File: src/rtl/hwpe_arb_pkg.sv
// Shared types and the round-robin pick used by the TCDM arbiter.
// id_t and tcdm_req_t widths follow the ARB_* constants below.
package hwpe_arb_pkg;

  localparam int unsigned ARB_N_REQ   = 3;
  localparam int unsigned ARB_MAX_OUT = 4;
  localparam int unsigned ARB_AW      = 32;
  localparam int unsigned ARB_DW      = 32;
  localparam int unsigned ID_W        = (ARB_N_REQ > 1) ? $clog2(ARB_N_REQ) : 1;

  typedef logic [ID_W-1:0] id_t;

  typedef struct packed {
    logic [ARB_AW-1:0]   add;
    logic                wen;
    logic [ARB_DW/8-1:0] be;
    logic [ARB_DW-1:0]   data;
  } tcdm_req_t;

  typedef struct packed {
    logic found;
    id_t  id;
  } rr_sel_t;

  // First requester at or after ptr, wrapping; ptr is assumed to be < ARB_N_REQ.
  function automatic rr_sel_t rr_select(input logic [ARB_N_REQ-1:0] req, input id_t ptr);
    rr_sel_t                 sel;
    logic [2*ARB_N_REQ-1:0]  rot;
    int unsigned             pos;
    sel = '0;
    rot = {req, req} >> ptr;
    for (int unsigned k = 0; k < ARB_N_REQ; k++) begin
      if (!sel.found && rot[k]) begin
        pos = 32'(ptr) + k;
        if (pos >= ARB_N_REQ) begin
          pos = pos - ARB_N_REQ;
        end
        sel.found = 1'b1;
        sel.id    = id_t'(pos);
      end
    end
    return sel;
  endfunction

endpackage

File: src/rtl/hwpe_arb_id_fifo.sv
// In-order FIFO of granted master IDs; one entry per outstanding transaction.
// Push while full and pop while empty are ignored.
module hwpe_arb_id_fifo
  import hwpe_arb_pkg::*;
#(
  parameter int unsigned Depth = 4
) (
  input  logic clk_i,
  input  logic rst_ni,
  input  logic clear_i,
  input  logic push_i,
  input  id_t  data_i,
  input  logic pop_i,
  output id_t  data_o,
  output logic full_o,
  output logic empty_o
);

  localparam int unsigned PtrW = $clog2(Depth);

  id_t [Depth-1:0] r_mem;
  logic [PtrW-1:0] r_wptr;
  logic [PtrW-1:0] r_rptr;
  logic [PtrW:0]   r_cnt;
  logic            w_push;
  logic            w_pop;

  assign full_o  = (r_cnt == (PtrW+1)'(Depth));
  assign empty_o = (r_cnt == '0);
  assign data_o  = r_mem[r_rptr];
  assign w_push  = push_i & ~full_o;
  assign w_pop   = pop_i & ~empty_o;

  always_ff @(posedge clk_i or negedge rst_ni) begin
    if (!rst_ni) begin
      r_mem  <= '0;
      r_wptr <= '0;
      r_rptr <= '0;
      r_cnt  <= '0;
    end else if (clear_i) begin
      r_wptr <= '0;
      r_rptr <= '0;
      r_cnt  <= '0;
    end else begin
      if (w_push) begin
        r_mem[r_wptr] <= data_i;
        r_wptr        <= r_wptr + 1'b1;
      end
      if (w_pop) begin
        r_rptr <= r_rptr + 1'b1;
      end
      if (w_push && !w_pop) begin
        r_cnt <= r_cnt + 1'b1;
      end else if (!w_push && w_pop) begin
        r_cnt <= r_cnt - 1'b1;
      end
    end
  end

endmodule

File: src/rtl/hwpe_tcdm_rr_arbiter.sv
// Round-robin arbiter sharing one TCDM port among N_REQ masters, in-order response routing.
// Optional per-master stall counters are built when HWPE_ARB_STALL_CNT_EN is defined.
module hwpe_tcdm_rr_arbiter
  import hwpe_arb_pkg::*;
#(
  parameter int unsigned N_REQ   = ARB_N_REQ,
  parameter int unsigned MAX_OUT = ARB_MAX_OUT,
  parameter int unsigned AW      = ARB_AW,
  parameter int unsigned DW      = ARB_DW
) (
  input  logic                         clk_i,
  input  logic                         rst_ni,
  input  logic                         clear_i,
  input  logic [N_REQ-1:0]             in_req_i,
  input  logic [N_REQ-1:0][AW-1:0]     in_add_i,
  input  logic [N_REQ-1:0]             in_wen_i,
  input  logic [N_REQ-1:0][DW/8-1:0]   in_be_i,
  input  logic [N_REQ-1:0][DW-1:0]     in_data_i,
  output logic [N_REQ-1:0]             in_gnt_o,
  output logic [DW-1:0]                in_r_data_o,
  output logic [N_REQ-1:0]             in_r_valid_o,
  output logic                         out_req_o,
  output logic [AW-1:0]                out_add_o,
  output logic                         out_wen_o,
  output logic [DW/8-1:0]              out_be_o,
  output logic [DW-1:0]                out_data_o,
  input  logic                         out_gnt_i,
  input  logic [DW-1:0]                out_r_data_i,
  input  logic                         out_r_valid_i,
  output logic                         busy_o,
  output logic                         err_o,
  output logic [N_REQ-1:0][31:0]       stall_cnt_o
);

  tcdm_req_t [N_REQ-1:0] w_reqs;
  tcdm_req_t             w_sel_req;
  rr_sel_t               w_sel;
  id_t                   r_ptr;
  id_t                   w_ptr_nxt;
  id_t                   w_head;
  logic                  w_full;
  logic                  w_empty;
  logic                  w_req;
  logic                  w_hs;
  logic                  w_pop;
  logic                  r_err;

  always_comb begin
    for (int unsigned i = 0; i < N_REQ; i++) begin
      w_reqs[i].add  = in_add_i[i];
      w_reqs[i].wen  = in_wen_i[i];
      w_reqs[i].be   = in_be_i[i];
      w_reqs[i].data = in_data_i[i];
    end
  end

  assign w_sel = rr_select(in_req_i, r_ptr);

  // rst_ni gates the outputs so nothing leaks out while reset is held.
  assign w_req = rst_ni & w_sel.found & ~w_full;
  assign w_hs  = w_req & out_gnt_i;
  assign w_pop = rst_ni & out_r_valid_i & ~w_empty;

  always_comb begin
    w_sel_req = '0;
    for (int unsigned i = 0; i < N_REQ; i++) begin
      if (w_req && (w_sel.id == id_t'(i))) begin
        w_sel_req = w_reqs[i];
      end
    end
  end

  assign out_req_o  = w_req;
  assign out_add_o  = w_sel_req.add;
  assign out_wen_o  = w_sel_req.wen;
  assign out_be_o   = w_sel_req.be;
  assign out_data_o = w_sel_req.data;

  always_comb begin
    in_gnt_o = '0;
    if (w_hs) begin
      in_gnt_o[w_sel.id] = 1'b1;
    end
  end

  always_comb begin
    in_r_valid_o = '0;
    if (w_pop) begin
      in_r_valid_o[w_head] = 1'b1;
    end
  end

  assign in_r_data_o = rst_ni ? out_r_data_i : '0;
  assign busy_o      = ~w_empty;
  assign err_o       = r_err;

  assign w_ptr_nxt = (w_sel.id == id_t'(N_REQ-1)) ? '0 : w_sel.id + id_t'(1);

  always_ff @(posedge clk_i or negedge rst_ni) begin
    if (!rst_ni) begin
      r_ptr <= '0;
    end else if (clear_i) begin
      r_ptr <= '0;
    end else if (w_hs) begin
      r_ptr <= w_ptr_nxt;
    end
  end

  // A response with nothing outstanding means the slave and this arbiter disagree.
  always_ff @(posedge clk_i or negedge rst_ni) begin
    if (!rst_ni) begin
      r_err <= 1'b0;
    end else if (clear_i) begin
      r_err <= 1'b0;
    end else if (out_r_valid_i && w_empty) begin
      r_err <= 1'b1;
    end
  end

  hwpe_arb_id_fifo #(
    .Depth (MAX_OUT)
  ) u_id_fifo (
    .clk_i   (clk_i),
    .rst_ni  (rst_ni),
    .clear_i (clear_i),
    .push_i  (w_hs),
    .data_i  (w_sel.id),
    .pop_i   (w_pop),
    .data_o  (w_head),
    .full_o  (w_full),
    .empty_o (w_empty)
  );

`ifdef HWPE_ARB_STALL_CNT_EN
  logic [N_REQ-1:0][31:0] r_stall_cnt;

  always_ff @(posedge clk_i or negedge rst_ni) begin
    if (!rst_ni) begin
      r_stall_cnt <= '0;
    end else if (clear_i) begin
      r_stall_cnt <= '0;
    end else begin
      for (int unsigned i = 0; i < N_REQ; i++) begin
        if (in_req_i[i] && !in_gnt_o[i] && (r_stall_cnt[i] != '1)) begin
          r_stall_cnt[i] <= r_stall_cnt[i] + 32'd1;
        end
      end
    end
  end

  assign stall_cnt_o = r_stall_cnt;
`else
  assign stall_cnt_o = '0;
`endif

endmodule

File: config.mk
export PLATFORM = sky130hd
export DESIGN_NAME = hwpe_tcdm_rr_arbiter
export DESIGN_NICKNAME = d
export VERILOG_FILES = /design/src/rtl/hwpe_arb_pkg.sv /design/src/rtl/hwpe_arb_id_fifo.sv /design/src/rtl/hwpe_tcdm_rr_arbiter.sv
export SDC_FILE = /design/constraint.sdc
export NUM_CORES = 1
export LEC_CHECK = 0
export CAP_MARGIN = 25
export CORE_AREA = 2 2 175 177
export DETAILED_ROUTE_END_ITERATION = 10
export DIE_AREA = 0 0 177 179
export DONT_BUFFER_PORTS = 1
export PLACE_DENSITY = 0.36
export SLEW_MARGIN = 20
export SYNTH_ARGS = -nofsm -noshare
export SYNTH_HDL_FRONTEND = slang
export SYNTH_SLANG_ARGS = --single-unit
File: constraint.sdc
create_clock -name clk_i -period 3.03 [get_ports clk_i]
set_input_delay 0.4545 -clock clk_i [delete_from_list [all_inputs] [get_ports clk_i]]
set_output_delay 0.4545 -clock clk_i [all_outputs]
set_load 0.01 [all_outputs]
== Word level (Yosys, flattened, before mapping) ==
Cells that the tools add are included.

* Add/subtract/negate cells: 10
* Order comparisons: 10
* Equal/unequal tests: 3
* Shift-type cells: 1
* Muxes and demuxes: 33
* Bitwise logic cells: 10
* Reductions and logical operators: 23

{| class="wikitable"
|+ Operators with widths
! cell !! number
|-
| $mux 69 || 3
|-
| $mux 32 || 1
|-
| $mux 2 || 12
|-
| $mux 3 || 8
|-
| $lt 2x3->1 const B || 4
|-
| $logic_and 1x1->1 || 11
|-
| $bwmux 8 || 1
|-
| $reduce_bool 2->1 || 4
|-
| $and 1x1->1 || 7
|-
| $add 2x1->2 const B || 3
|-
| $ge 2x1->1 const B || 3
|-
| $ge 3x2->1 const B || 2
|-
| $shr 6x2->3 || 1
|-
| $sub 2x2->2 const B || 3
|-
| $bmux 2 s2 || 1
|-
| $demux 1 s2 || 2
|-
| $demux 2 s2 || 1
|-
| $logic_not 1->1 || 4
|-
| $mux 1 || 4
|-
| $add 2x1->3 const B || 1
|-
| $add 2x2->3 const B || 1
|-
| $add 3x1->3 const B || 1
|-
| $eq 3x3->1 const B || 1
|-
| $logic_not 3->1 || 1
|-
| other kinds (8) || 10
|}

* Register bits after elaboration: 18
* Bits of input ports: 247
* Output and inout bits: 206
* Logic and storage cells: 99

== Logic depth before layout (Yosys ltp) ==
* Depth after elaboration: 18
* Mapped depth: 10

== By module ==
A second synthesis with hierarchy kept.

* Cell total of the unflattened synthesis: 506
* Area total of the unflattened synthesis: 3,861.2 µm²

{| class="wikitable"
|+ Modules (own cells, without submodules)
! module !! instances !! cells an instance !! area an instance (µm²) !! sequential area each (µm²)
|-
| hwpe_tcdm_rr_arbiter || 1 || 426 || 2,909.0 || 75.1
|-
| hwpe_arb_id_fifo || 1 || 80 || 952.2 || 375.4
|}

== Least setup slack after synthesis ==
OpenSTA, ideal clock, no wires.

* Path kind: register -> output
* Start point: register r_ptr[0]
* End point: output port out_add_o[11]
* Data arrival time: 2,099 ps
* Setup slack: 477 ps
* Stages on the path, launching flop included: 10
* Cell sequence: dfrtp_1 -> buf_2 -> and3b_1 -> nor3_1 -> a31oi_1 -> a221oi_2 -> nand2_1 -> buf_2 -> clkbuf_1 -> o22ai_1

* Cells in the longest elaborated chain, start to end: 14
* Elaborated cells on any way between the ends: 30
* Classes of those cells: add/sub: 5; order compare: 3; eq/ne: 2; shift: 1; mux: 9; bitwise: 2; reduce/logical: 8

{| class="wikitable"
|+ RTL lines
! item !! RTL line !! source
|-
| start: declaration || hwpe_tcdm_rr_arbiter.sv:38 || <nowiki>id_t r_ptr;</nowiki>
|-
| start signal: assignment || hwpe_tcdm_rr_arbiter.sv:105 || <nowiki>r_ptr <= w_ptr_nxt;</nowiki>
|-
| parallel branches: the longest is 7 deep, another holds $add 2x1->3 || -- ||
|-
| $mux 3 (*) || hwpe_arb_pkg.sv:33 || <nowiki>if (!sel.found && rot[k]) begin</nowiki>
|-
| $and 1x1->1 (2 in series) || hwpe_tcdm_rr_arbiter.sv:60 || <nowiki>assign w_req = rst_ni & w_sel.found & ~w_full;</nowiki>
|-
| $logic_and 1x1->1 || hwpe_tcdm_rr_arbiter.sv:67 || <nowiki>if (w_req && (w_sel.id == id_t'(i))) begin</nowiki>
|-
| $mux 69 (2 in series) || hwpe_tcdm_rr_arbiter.sv:67 ||
|-
| $mux 69 (*) || hwpe_tcdm_rr_arbiter.sv:67 ||
|-
| end: declaration || hwpe_tcdm_rr_arbiter.sv:23 || <nowiki>output logic [AW-1:0] out_add_o,</nowiki>
|}

Mark *: on every way between the ends.

== Worst setup path after layout ==
* Start point: register r_ptr[0]
* End point: output port out_add_o[12]

The elaborated chain is that of the path after synthesis.

==> impl_results.md <==
* Final setup violation count at 0
* Min Tclk post-route at 2.97 ns
* Hold Fails Final Rpt at 0
* Worst R2R Path Depth at 8
* Clock skew at 0.00285 ns
* CTS tree: built
* Finished Layout Cells at 917
* Post-synth EDFFs at 0
* Die Ht at 179 um
* Tcrit/Tclk final at 98.1%
* Syn Std Cell Area at 3660 sq um
* Synth-to-layout area growth at 19.9%
* Final Net Count at 779
* Peak supply drop at 0.000122 V
* IO Port Bufs at 0
* Pleak at 1.83 nW
* Synthesis Warnings at 0
* Reg clk slew, reported paths at 0.05 ns
* Vias in the first global route at 3,115
* I/O pin count at 453
* 1st-iter DRT viols at 134
* Grt ovf at 0
* RSZ-0062 raised after global routing: yes
* Diode count at 0
* Die Wd at 177 um
* CP arrival at 2.52 ns
* Worst EP required at 2.58 ns
* Placed cells at 904
* Hold slack at 0.264 ns
* Outcome: completed
* R2R Setup Slk at 0.68 ns
* Worst slew margin at 40.5%
* WL per Instance at 15.9 um
* Crit end category: output port
* RePlAce Congestion at 0.832
* Share of post-route cells with drive strength above 1 at 19.2%
* CTS H-tree lvls at 1
* DRC viols at 0
* Root buffer cell: clkbuf_16
* Largest net degree at the start of global routing at 45
* HP Class: input pin to flip-flop
* Most common cell after layout, fill and taps aside: conb_1
* Design Power at 1.88 mW
* HPWL after detailed placement at 11,300 um
* Post-synthesis sequential area ratio at 12.3%
* Yosys reg bits at 18
* DR vias at 3,506
* Total Wirelength at 14,600 um
* Die area at 31,700 sq um
* Vias per inst at 3.82
* Worst-Skew Late Latency at 0.25 ns
* Type of the worst setup path: flip-flop to output port
* Max_cap viols at 0
* Starting density of the core at 12.2%
* TritonRoute pass-1 iters at 4
* # rows at 64
* Total CTS buffers at 3
* Min-delay src: clear_i
* Unique masters post-synth at 37
* Max-slew violations at 0
* Syn Area/Cell at 7.43 sq um
* Total track usage at 7.44%
* Startpoint Class: flip-flop
* Max Freq at 336 MHz
* ANT nets after route at 0
* Post-synth top flop: dfrtp_1
* Initial antenna violation count at 0
* RR Endpoint: r_ptr[0]
* Post-layout util at 14.6%
* Most frequent cells in the layout: 96 x conb_1, 80 x nand2_1, 71 x mux2i_1
* Core Area at 30,000 sq um
* Least-Margin Pin Slew at 0.890 ns
* Clock Tree Buf Depth at 2
* First-pass GRT wire length at 18,000 um
* FF-to-FF Start: r_ptr[0]
* Endpoint, Worst Hold: r_ptr[1]
* Post-Syn Instances at 492
* CP max FO at 22
* PwrDens at 429 nW/um^2
* Worst Hold Path Cells at 1
* Clk sink count at 18
* Synth async-reset ratio at 100%
## kinds of logic (layout without fill, tap and decap cells)
| group | Yosys count | in the layout | synth area share, % |
|---|---|---|---|
| AO/OA/AOI/OAI | 80 | 80 | 14.2 |
| XOR/XNOR | 6 | 6 | 1.44 |
| adder cells (fa/ha/maj) | 9 | 9 | 3.28 |
| buffers and inverters | 146 | 80 | 25.9 |
| flip-flops | 18 | 18 | 12.3 |
| multiplexers | 82 | 82 | 23.4 |
| other | 1 | 96 | 0.103 |
| AND/OR/NAND/NOR | 150 | 150 | 19.5 |
## flip-flops by register name (all words and copies together), names as in the netlist
signal and count:
u_id_fifo.r_wptr 2, u_id_fifo.r_mem 8, u_id_fifo.r_cnt 3, u_id_fifo.r_rptr 2, r_ptr 2, err_o 1
## layer usage
metal / vias up / part of all wire [%] / track usage, %
met5: - / 0 / 0
met4: 0 / 3.1 / 3.13
met3: 21 / 7.0 / 1.44
met2: 236 / 50 / 12.2
met1: 1680 / 40 / 9.50
li1: 1569 / - / -
## through the flow
stage	instance area, sq um	setup slack (ns)	TNS (ns)
final	4390	0.0580	0
after global placement	4110	0.179	0
after detailed placement	4110	0.186	0
after CTS	4210	0.0220	0
after global routing	4390	-0.0426	-0.625
after floorplan	4010	0.477	0
## worst max-delay path: stages, from the launching register on
cell,delay (ns)
dfrtp_2,0.44
and3b_1,0.22
nor3_2,0.18
a31oi_2,0.07
buf_4,0.16
a221o_2,0.46
nand2b_4,0.11
buf_4,0.27
o22ai_1,0.15
buf_4,0.17
## cells in the mapped netlist, types with 2 or more instances
cell type	n	area [sq um]
ha_1	8	100
nand2_1	81	304
mux2i_1	73	731
nor2_1	12	45.0
a221o_1	2	20.0
and2_1	34	213
nand4_1	2	12.5
buf_2	9	45.0
nor3b_1	3	22.5
nand3_1	4	20.0
mux2_2	7	78.8
inv_1	9	33.8
a21oi_1	4	20.0
or3_1	3	18.8
nor4b_1	2	17.5
and3_1	2	12.5
mux4_2	2	45.0
dfrtp_1	18	450
nor3_1	3	15.0
o22ai_1	69	432
xnor2_1	5	43.8
clkbuf_1	25	93.8
buf_4	101	758
## layout make-up
| type | count | area (sq um) |
|---|---|---|
| timing repair buffer | 67 | 598 |
| inverter | 10 | 37.5 |
| sequential | 18 | 453 |
| clock buffer | 3 | 75.1 |
| multi-input combinational | 423 | 2730 |
| fill | 3442 | 25600 |
| tap | 396 | 495 |
## worst max path at each step
stage	from	to
3_5_place_dp	r_ptr[0]	out_add_o[12]
5_1_grt	r_ptr[0]	out_add_o[14]
4_1_cts	r_ptr[0]	out_data_o[27]
6_report	r_ptr[0]	out_add_o[12]
3_3_place_gp	r_ptr[0]	out_add_o[20]
2_1_floorplan	r_ptr[0]	out_add_o[11]
## timing repair
item / 4_1_cts / 5_1_grt
hold buffers: 1 / 0
resized for setup: 1 / 18
gates cloned: 0 / 3
pin swaps: 1 / 2
endpoints found under the hold margin: 18 / 0
buffers inserted: 2 / 4
endpoints found under the setup margin: 41 / 45
## where the power goes
part | switching, mW | internal, mW | leakage [nW]
combinational | 0.742 | 0.563 | 1.56
clock | 0.0891 | 0.174 | 0.0370
sequential | 0.0355 | 0.280 | 0.241
total | 0.867 | 1.02 | 1.83
(Power assumes the default switching activity.)
